--- src/rtl/dec32_pkg.sv ---
// Shared Decimal32 datapath definitions: significand/GRS geometry, GRS field
// slices, aligner FSM states and the sticky digit encoding.
package dec32_pkg;

    localparam int DIGITS = 7;
    localparam int MANT_W = 4 * DIGITS;
    localparam int GRS_W  = 12;

    localparam int GUARD_HI  = 11;
    localparam int GUARD_LO  = 8;
    localparam int ROUND_HI  = 7;
    localparam int ROUND_LO  = 4;
    localparam int STICKY_HI = 3;
    localparam int STICKY_LO = 0;

    localparam logic [3:0] STICKY_ONE = 4'h1;

    typedef enum logic [1:0] {
        ST_IDLE  = 2'd0,
        ST_SHIFT = 2'd1,
        ST_DONE  = 2'd2
    } align_state_t;

endpackage

--- src/rtl/bcd_digit_shift_stage.sv ---
// One-digit right shift of a BCD significand with guard/round/sticky update.
// Latency: combinational. Backpressure: none (pure function of its inputs).
// Sticky is carried as a flag; the caller expands it to a digit.
module bcd_digit_shift_stage #(
    parameter int DIGITS = 7
) (
    input  logic [4*DIGITS-1:0] mant,
    input  logic [3:0]          guard,
    input  logic [3:0]          round,
    input  logic                sticky,
    output logic [4*DIGITS-1:0] mant_nxt,
    output logic [3:0]          guard_nxt,
    output logic [3:0]          round_nxt,
    output logic                sticky_nxt
);

    assign mant_nxt   = {4'h0, mant[4*DIGITS-1:4]};
    assign guard_nxt  = mant[3:0];
    assign round_nxt  = guard;
    assign sticky_nxt = sticky | (round != 4'h0);

endmodule

--- src/rtl/bcd_align_shifter.sv ---
// Sequential BCD right-aligner producing the GRS word for rounding; optional BCD_ALIGN_EARLY_EXIT_EN.
// Latency: 1 + min(in_shift, MAX_SHIFT) cycles from accept to out_valid (shorter with early exit).
// Backpressure: holds the result and all state while out_valid && !out_ready; no same-cycle re-accept.
module bcd_align_shifter
    import dec32_pkg::*;
#(
    parameter int DIGITS    = 7,
    parameter int SHIFT_W   = 8,
    parameter int MAX_SHIFT = 10
) (
    input  logic                clk,
    input  logic                rst,
    input  logic                in_valid,
    output logic                in_ready,
    input  logic [4*DIGITS-1:0] in_mant,
    input  logic [SHIFT_W-1:0]  in_shift,
    output logic                out_valid,
    input  logic                out_ready,
    output logic [4*DIGITS-1:0] out_mant,
    output logic [GRS_W-1:0]    out_grs,
    output logic [SHIFT_W-1:0]  out_shifted
);

    align_state_t        state_q, state_d;
    logic [4*DIGITS-1:0] mant_q, mant_d, mant_sh;
    logic [3:0]          guard_q, guard_d, guard_sh;
    logic [3:0]          round_q, round_d, round_sh;
    logic                sticky_q, sticky_d, sticky_sh;
    logic [SHIFT_W-1:0]  cnt_q, cnt_d;
    logic [SHIFT_W-1:0]  shifted_q, shifted_d;
    logic [SHIFT_W-1:0]  load_cnt;
    logic                early_exit;

    // Beyond DIGITS+2 shifts nothing changes, so the count saturates.
    assign load_cnt = (in_shift > SHIFT_W'(MAX_SHIFT)) ? SHIFT_W'(MAX_SHIFT) : in_shift;

`ifdef BCD_ALIGN_EARLY_EXIT_EN
    assign early_exit = (mant_q == '0) && (guard_q == 4'h0) && (round_q == 4'h0);
`else
    assign early_exit = 1'b0;
`endif

    bcd_digit_shift_stage #(.DIGITS(DIGITS)) u_stage (
        .mant       (mant_q),
        .guard      (guard_q),
        .round      (round_q),
        .sticky     (sticky_q),
        .mant_nxt   (mant_sh),
        .guard_nxt  (guard_sh),
        .round_nxt  (round_sh),
        .sticky_nxt (sticky_sh)
    );

    always_ff @(posedge clk) begin
        if (rst) begin
            state_q   <= ST_IDLE;
            mant_q    <= '0;
            guard_q   <= 4'h0;
            round_q   <= 4'h0;
            sticky_q  <= 1'b0;
            cnt_q     <= '0;
            shifted_q <= '0;
        end else begin
            state_q   <= state_d;
            mant_q    <= mant_d;
            guard_q   <= guard_d;
            round_q   <= round_d;
            sticky_q  <= sticky_d;
            cnt_q     <= cnt_d;
            shifted_q <= shifted_d;
        end
    end

    always_comb begin
        state_d   = state_q;
        mant_d    = mant_q;
        guard_d   = guard_q;
        round_d   = round_q;
        sticky_d  = sticky_q;
        cnt_d     = cnt_q;
        shifted_d = shifted_q;
        case (state_q)
            ST_IDLE: begin
                if (in_valid) begin
                    mant_d    = in_mant;
                    guard_d   = 4'h0;
                    round_d   = 4'h0;
                    sticky_d  = 1'b0;
                    cnt_d     = load_cnt;
                    shifted_d = '0;
                    state_d   = (load_cnt != '0) ? ST_SHIFT : ST_DONE;
                end
            end
            ST_SHIFT: begin
                if (early_exit) begin
                    state_d = ST_DONE;
                end else begin
                    mant_d    = mant_sh;
                    guard_d   = guard_sh;
                    round_d   = round_sh;
                    sticky_d  = sticky_sh;
                    cnt_d     = cnt_q - SHIFT_W'(1);
                    shifted_d = shifted_q + SHIFT_W'(1);
                    if (cnt_q == SHIFT_W'(1)) begin
                        state_d = ST_DONE;
                    end
                end
            end
            ST_DONE: begin
                if (out_ready) begin
                    state_d = ST_IDLE;
                end
            end
            default: state_d = ST_IDLE;
        endcase
    end

    assign in_ready    = (state_q == ST_IDLE);
    assign out_valid   = (state_q == ST_DONE);
    assign out_mant    = mant_q;
    assign out_shifted = shifted_q;
    assign out_grs[GUARD_HI:GUARD_LO]   = guard_q;
    assign out_grs[ROUND_HI:ROUND_LO]   = round_q;
    assign out_grs[STICKY_HI:STICKY_LO] = sticky_q ? STICKY_ONE : 4'h0;

endmodule

--- config.mk ---
export PLATFORM = sky130hd
export DESIGN_NAME = bcd_align_shifter
export DESIGN_NICKNAME = d
export VERILOG_FILES = /design/src/rtl/dec32_pkg.sv /design/src/rtl/bcd_digit_shift_stage.sv /design/src/rtl/bcd_align_shifter.sv
export SDC_FILE = /design/constraint.sdc
export NUM_CORES = 1
export LEC_CHECK = 0
export ABC_AREA = 1
export CAP_MARGIN = 15
export CORE_ASPECT_RATIO = 1.1
export CORE_UTILIZATION = 45
export DETAILED_ROUTE_END_ITERATION = 7
export DONT_BUFFER_PORTS = 1
export PLACE_DENSITY = 0.65
export SYNTH_ARGS = -nofsm -noshare
export SYNTH_HDL_FRONTEND = slang
export SYNTH_SLANG_ARGS = --single-unit
--- constraint.sdc ---
create_clock -name clk -period 1.5 [get_ports clk]
set_clock_uncertainty 0.1 [all_clocks]
set_input_delay 0.225 -clock clk [delete_from_list [all_inputs] [get_ports clk]]
set_output_delay 0.225 -clock clk [all_outputs]
set_load 0.005 [all_outputs]
## Word level (Yosys, flattened, before mapping)

Cells that the tools add are included.

- Register bits after elaboration: 55
- Input port bits: 40
- Output and inout bits: 50
- Word-level logic and storage cells: 41

- Add/sub/neg operators: 2
- $lt $le $gt $ge: 1
- Equal/unequal tests: 6
- Muxes and demuxes: 18
- Bitwise logic cells: 1
- Reductions and logical operators: 6

Operators by type and width:

| kind | number |
|---|---|
| $pmux W28 S2 | 1 |
| $pmux W8 S2 | 2 |
| $mux W28 | 1 |
| $mux W8 | 3 |
| $pmux W4 S2 | 2 |
| $add A8 B1 Y8 const B | 1 |
| $eq A8 B1 Y1 const B | 1 |
| $gt A8 B4 Y1 const B | 1 |
| $mux W2 | 4 |
| $reduce_bool A8 Y1 | 1 |
| $sub A8 B1 Y8 const B | 1 |
| $pmux W2 S3 | 1 |
| $mux W4 | 1 |
| $ne A2 B2 Y1 const B | 2 |
| $reduce_bool A4 Y1 | 1 |
| $reduce_and A3 Y1 | 1 |
| $eq A2 B1 Y1 const B | 1 |
| $eq A2 B2 Y1 const B | 1 |
| $logic_not A2 Y1 | 1 |
| $mux W1 | 2 |
| $ne A2 B1 Y1 const B | 1 |
| $pmux W1 S2 | 1 |
| $reduce_and A2 Y1 | 1 |
| $reduce_bool A2 Y1 | 1 |
| $or A1 B1 Y1 | 1 |

## Logic depth before layout (Yosys ltp)

Gate-level depths: netlist of run 1.

- Depth in word-level cells: 6
- Gate-level depth with buffers: 9
- Gate-level depth less buffers: 8

## Cells and area by module

Synthesis of run 1 repeated with hierarchy kept, for this count alone.

- Cell total of the unflattened synthesis: 401
- Area total of the unflattened synthesis: 2847.7 um2

Modules (own cells, without submodules):

| module | times used | cells an instance | area an instance (um2) | seq. area each (um2) |
|---|---|---|---|---|
| bcd_align_shifter | 1 | 360 | 2557.5 | 1101.1 |
| bcd_digit_shift_stage | 1 | 41 | 290.3 | 0.0 |

## Worst setup path after synthesis of run 1

OpenSTA, ideal clock, no wires.

- Path kind: register to register
- From: register state_q[0]
- To: register state_q[1]
- Setup time: 132 ps
- Arrival: 1061 ps
- Data required time: 1268 ps
- Slack: 207 ps
- Cell stages (with the launch flop): 9
- Path buffers: 1
- Period minus slack after synthesis: 1293 ps
- Cells stage by stage: dfxtp_1 inv_2 nor2_4 inv_2 buf_2 nor2_1 nor2_1 nand2_1 a21oi_1

- Word-level cells in the longest chain between the ends: 3
- Elaborated cells between the ends (all ways): 8
- Classes of those cells: 5 x eq/ne; 1 x mux; 2 x reduce/logical

RTL lines:

| element | RTL line | source |
|---|---|---|
| from (decl) | bcd_align_shifter.sv:24 | `align_state_t state_q, state_d;` |
| from (signal assigned) | bcd_align_shifter.sv:64 | `state_q <= state_d;` |
| $eq A2 B1 Y1 (tied with other cells) | bcd_align_shifter.sv:82 | `case (state_q)` |
| $ne A2 B2 Y1 (no line) or $ne A2 B1 Y1 (tied branches) | n/a |  |
| $reduce_and A3 Y1 (no line) | n/a |  |

Parallel ways exist; a longest one is shown, timed or not.
A chain may end at the register's enable or synchronous reset.

## Worst setup path after layout of run 1

- From: register state_q[1]
- To: register mant_q[20] (netlist: out_mant[20])

- Word-level cells in the longest chain between the ends: 3
- Elaborated cells between the ends (all ways): 6
- Classes of those cells: 2 x eq/ne; 1 x mux; 3 x reduce/logical

RTL lines:

| element | RTL line | source |
|---|---|---|
| $eq A2 B1 Y1 or $logic_not A2 Y1 (tied branches) | bcd_align_shifter.sv:82 |  |
| $reduce_bool A2 Y1 (no line) or $ne A2 B2 Y1 (tied branches) | n/a |  |
| $reduce_and A2 Y1 (no line) | n/a |  |
| to (signal assigned) | bcd_align_shifter.sv:65 | `mant_q <= mant_d;` |
| to (decl) | bcd_align_shifter.sv:25 | `logic [4*DIGITS-1:0] mant_q, mant_d, mant_sh;` |

Parallel ways exist; a longest one is shown, timed or not.

==> flow_summary.ini, run 1 <==
[outcome]
outcome = complete, but fails checks
violations = negative hold slack

[critical_path]
slowest_stage = dfxtp_1
critical_path_required_ps = 1630
crit_top_cell = inv_2
crit_path_max_fanout = 19
cpPeakStageDelay_ps = 400
r2r_slack_ps = 100
worstSetupPathType = register to register
worstSetupStartpoint = state_q[1]
crit_path_end_kind = register
endpoint = out_mant[20]
start_kind = register
r2r_start = state_q[1]
cp_cell_sequence = nor2_4, inv_2, nand2_4, inv_2, buf_12, nand2_1, a31oi_1
regToRegEndpoint = out_mant[20]
arrival_ps = 1540
ff2ff_path_depth = 7

[sta]
period_share_pct = 93.61
setup_slack_ps = 95.89
min_period_ps = 1404
max_freq_mhz = 712.2
hold_ws_ps = -1.199
fin_setup_tns_ps = 0
setup_viol = 0
hold_violations = 1
maxSlewViolCount = 0

[synth]
synth_top_flop_cell = dfxtp_1
async_flop_share_pct = 0
ys_warn_count = 0
synth_seq_cells = 55
syn_inst = 351
synthDistinctLibCells = 27
syn_area_per_cell_um2 = 7.062
synthesis.area_mm2 = 0.002479
ys_seq_area_share_pct = 44.42
synth_edf_count = 0

[placement]
dp.cells = 415
port_buffers = 0
gp_routability_congestion = 0.7597
post-place-ws_ps = 103.1
hpwl_mm = 3.899

[pwr]
power-per-cell-area_mw_per_mm2 = 1056
total_power_w = 0.003178
p_leak_nw = 1.167
peakVddDrop_mv = 0.7597

[clocking]
clk_pin_slew_worst_paths_ps = 100
clock-sinks = 55
cts_tree = yes
post_cts_buffers = 0
h-tree-depth = 2
cts_buffer_depth = 2
clock_latency_ps = 310
cts_made_buffers = 5
root_buffer = clkbuf_8

[global_routing]
first_global_vias = 2153
grt_start_max_net_pins = 37
track_usage_pct = 20.54
grt_overflow = 0
antenna_found_initial = 0
grt_pass1_wl_mm = 9.377

[die]
die_x_um = 72.76
core-area_mm2 = 0.005169
io_pins = 90
die_h_um = 79.84
fp-row-count = 27
start_util_pct = 47.95
dieArea_mm2 = 0.005809

[drt]
firstDrtPassIters = 4
vias = 2380
wirelength_mm = 6.286
ant_nets = 0
routedWlPerCell_um = 13.85
drcViolationCount = 0
drt_iter0_drc = 112
vias_per_cell = 5.242

[layout]
nFillCells = 494
diodes = 0
nets = 424
drive_above_1_share_pct = 7.592
register_area_mm2 = 0.001102
final_util_pct = 58.22
final_common_cell = nand2_1
area_delta_synth_final_pct = 21.40
multi_input_area_mm2 = 0.001176
final-instance-count-excl-fill = 454
final_cell_mix = nand2_1 (116), dfxtp_1 (54), a21oi_1 (32)

[flow_run]
maxCapViolCount = 0

[hold_path]
hp-class = input port to register
[layout make-up]
type | count | area share, %
multi-input cells | 251 | 39.09
repair buffers | 44 | 15.14
clock inverters | 1 | 0.2911
well taps | 72 | 2.994
flip-flops and latches | 55 | 36.63
inverters | 24 | 2.994
clock buffers | 7 | 2.869
[through the flow]
step / hold WS (ps) / instance area [µm²]
finish: -1.199 / 3009
global route: 4.508 / 3009
CTS: -139.4 / 2850
detailed placement: 200.5 / 2585
global placement: 198.2 / 2585
floorplan: 203.5 / 2486
[synthesized netlist by cell type (3+ instances only)]
library cell / number / area (µm²)
dfxtp_1: 55 / 1101
nor2_1: 19 / 71.32
nand4_1: 5 / 31.28
buf_2: 11 / 55.05
inv_2: 3 / 11.26
buf_4: 5 / 37.54
o21ai_1: 7 / 35.03
inv_1: 21 / 78.83
o21ai_0: 21 / 105.1
nand3_1: 9 / 45.04
ha_1: 3 / 37.54
a31oi_1: 24 / 150.1
clkbuf_1: 5 / 18.77
a21oi_1: 32 / 160.2
nor3_1: 3 / 15.01
nand2_1: 117 / 439.2
[how the worst min path moves through the flow]
stage              start          to  slack (ps)  cells past startpoint
2_1_floorplan        rst    cnt_q[6]         200                      1
3_3_place_gp         rst  guard_q[1]         200                      1
3_5_place_dp         rst  guard_q[1]         200                      1
4_1_cts              rst  guard_q[1]        -140                      1
5_1_grt        out_ready  state_q[1]           5                      3
6_report       out_ready  state_q[1]          -1                      3
[sequential cells by signal (all words and copies together), names as in the netlist]
name	count
guard_q	4
out_shifted	8
round_q	4
cnt_q	8
out_mant	28
state_q	2
sticky_q	1
[worst max-delay path, delay by kind of cell (launching register included)]
family	cells	cell delay [ps]
AND/OR/NAND/NOR	3	220
buffers and inverters	3	470
flip-flops	1	400
AO/OA/AOI/OAI	1	140
[report_power, final]
| part | internal [W] | switching (W) | total [W] |
|---|---|---|---|
| Sequential | 0.00158 | 0.000115 | 0.00169 |
| Combinational | 0.000263 | 0.000363 | 0.000626 |
| Clock | 0.000380 | 0.000481 | 0.000860 |
[repair_timing]
item,CTS,global route
hold buffers,17,14
endpoints found under the hold margin,48,31
setup endpoints to repair,0,8
gates resized for setup,0,3
[cells by family after synthesis]
logic type / share of synthesized area, %
and+or+nand+nor: 25.74
AOI/OAI and AO/OA: 19.08
DFF: 44.42
buffers and inverters: 8.733
adders and majority gates: 1.515
xor gates and xnor gates: 0.3534
other: 0.1513
[per-layer routing]
layer / vias to the layer above / wire, µm / global-route usage [%]
li1: 1207 / - / -
met1: 1083 / 2779 / 24.67
met2: 82 / 3060 / 34.95
met3: 8 / 380 / 6.187
met4: 0 / 65 / 6.275
met5: - / 0 / 0
Power figures use the tool's default switching activity.
==> run 2, diff against run 1 <==
--- a/config.mk
+++ b/config.mk
@@ -8,10 +8,10 @@
 export ABC_AREA = 1
 export CAP_MARGIN = 15
 export CORE_ASPECT_RATIO = 1.1
+export CORE_MARGIN = 5
 export CORE_UTILIZATION = 45
 export DETAILED_ROUTE_END_ITERATION = 7
-export DONT_BUFFER_PORTS = 1
-export PLACE_DENSITY = 0.65
+export PLACE_DENSITY = 0.86
 export SYNTH_ARGS = -nofsm -noshare
 export SYNTH_HDL_FRONTEND = slang
 export SYNTH_SLANG_ARGS = --single-unit
==> constraint.sdc (replaced) <==
create_clock -name clk -period 1.7 [get_ports clk]
set_clock_uncertainty 0.1 [all_clocks]
set_input_delay 0.255 -clock clk [delete_from_list [all_inputs] [get_ports clk]]
set_output_delay 0.255 -clock clk [all_outputs]
set_load 0.005 [all_outputs]
==> flow_summary.ini, run 2 (same netlist as run 1, synthesis figures left out) <==
[outcome]
outcome = finished, final reports clean

[critical_path]
crit_path_end_kind = output port
start_kind = register
crit_path_max_fanout = 6
ff2ff_path_depth = 8
cp_cell_sequence = clkdlybuf4s50_1
regToRegEndpoint = cnt_q[5]
cpPeakStageDelay_ps = 550
r2r_slack_ps = 150
arrival_ps = 1300
critical_path_required_ps = 1340
cp_top_family = buffers and inverters
r2r_start = state_q[1]
slowest_stage = clkdlybuf4s50_1
worstSetupPathType = register to output port
worstSetupStartpoint = out_shifted[4]
cp.buffers_inverters = 1

[drt]
vias = 2567
firstDrtPassIters = 4
routedWlPerCell_um = 13.15
vias_per_cell = 5.033
ant_nets = 0
wirelength_mm = 6.706
drt_iter0_drc = 131
drcViolationCount = 0

[layout]
nets = 477
area_delta_synth_final_pct = 43.56
drive_above_1_share_pct = 6.667
nFillCells = 463
final_util_pct = 66.39
largest_reg_flops = 28
final-instance-count-excl-fill = 510
final_common_cell = nand2_1
diodes = 0
final_cell_mix = nand2_1 (117), clkdlybuf4s50_1 (85), dfxtp_1 (52)

[pwr]
peakVddDrop_mv = 0.5468
p_int_w = 0.002213
power_frac_comb_pct = 23.7
clkPwrFrac_pct = 28.7
power-per-cell-area_mw_per_mm2 = 872.7
power_switching_w = 0.0008921
p_seq_share_pct = 47.6
switching_share_pct = 28.73
p_leak_nw = 1.363

[die]
io_pins = 90
start_util_pct = 46.24
fp-row-count = 28
core-area_mm2 = 0.005360
dieArea_mm2 = 0.007094
die_h_um = 87.84
die_x_um = 80.76

[placement]
dp.cells = 501
post-place-ws_ps = 34.12
hpwl_mm = 4.870
gp_routability_congestion = 0.8891
port_buffers = 86

[global_routing]
grt_overflow = 0
track_usage_pct = 19.08
first_global_vias = 2385
grt_pass1_wl_mm = 10.77
grt_start_max_net_pins = 32
antenna_found_initial = 0

[sta]
setup_viol = 0
fin_setup_tns_ps = 0
maxSlewViolCount = 0
setup_slack_ps = 48.84
max_freq_mhz = 605.6
hold_violations = 0
grt_setup_unrepaired = no
min_period_ps = 1651
period_share_pct = 97.13

[clocking]
h-tree-depth = 2
cts_tree = yes
cts_hold_buf = 0
cts_buffer_depth = 2
clk_pin_slew_worst_paths_ps = 100
cts_made_buffers = 5
clock-sinks = 55
clock_latency_ps = 310
root_buffer = clkbuf_8

[flow_run]
maxCapViolCount = 0

[hold_path]
hp-class = register to register
holdPathEnd = out_shifted[6]
timing.hold.worst_path_depth = 1
hp-start = out_shifted[6]
run 2: cell count changes in the layout (fill, tap and decap cells not counted), moves of 2 or more:
cell	delta
dlygate4sd3_1	-30
buf_4	-2
dfxtp_1	-2
dfxtp_2	+2
nor2_2	+2
clkdlybuf4s50_1	+85
run 2: cell type report:
cell class / count / area, µm² / area share (%)
Timing Repair Buffer: 97 / 983.4 / 27.64
Clock buffer: 5 / 68.82 / 1.934
Sequential cell: 55 / 1105 / 31.05
Inverter: 24 / 90.09 / 2.532
Multi-Input combinational cell: 251 / 1171 / 32.91
Clock inverter: 3 / 46.29 / 1.301
Tap cell: 75 / 93.84 / 2.637
run 2: worst max path at each step:
stage | to | slack (ps) | depth (start not counted)
after global routing | out_mant[27] | 0.6 | 8
after detailed placement | out_mant[17] | 30 | 6
after floorplan | state_q[1] | 410 | 8
after CTS | out_shifted[3] | 20 | 1
after global placement | out_mant[16] | 100 | 6
final | out_shifted[4] | 50 | 1
run 2: what timing repair did:
item | 4_1_cts | 5_1_grt
setup buffers | 1 | 0
setup endpoints to repair | 1 | 2
resized for setup | 3 | 2
run 2: per-layer routing:
metal,share of wire [%],up-vias,wire length (µm),global-route usage (%)
li1,-,1314,-,-
met1,42,1165,2849,23.00
met2,49,80,3258,31.85
met3,7.5,8,503,6.379
met4,1.4,0,95,6.605
met5,0,-,0,0
run 2: power by group through the flow:
stage | clock (W) | sequential [W] | combinational [W]
floorplan | 0 | 0.00150 | 0.000364
global placement | 0 | 0.00150 | 0.000717
CTS | 0.000908 | 0.00148 | 0.000741
global route | 0.000965 | 0.00149 | 0.000812
detailed placement | 0 | 0.00151 | 0.000731
finish | 0.000890 | 0.00148 | 0.000736
run 2: per-stage QoR:
step | power (W) | hold WS [ps] | instance area, µm²
floorplan | 0.001860 | 233.5 | 2486
global placement | 0.002219 | 352.0 | 3427
detailed placement | 0.002236 | 363.0 | 3427
CTS | 0.003127 | 378.1 | 3555
global route | 0.003271 | 396.0 | 3558
finish | 0.003105 | 373.5 | 3558
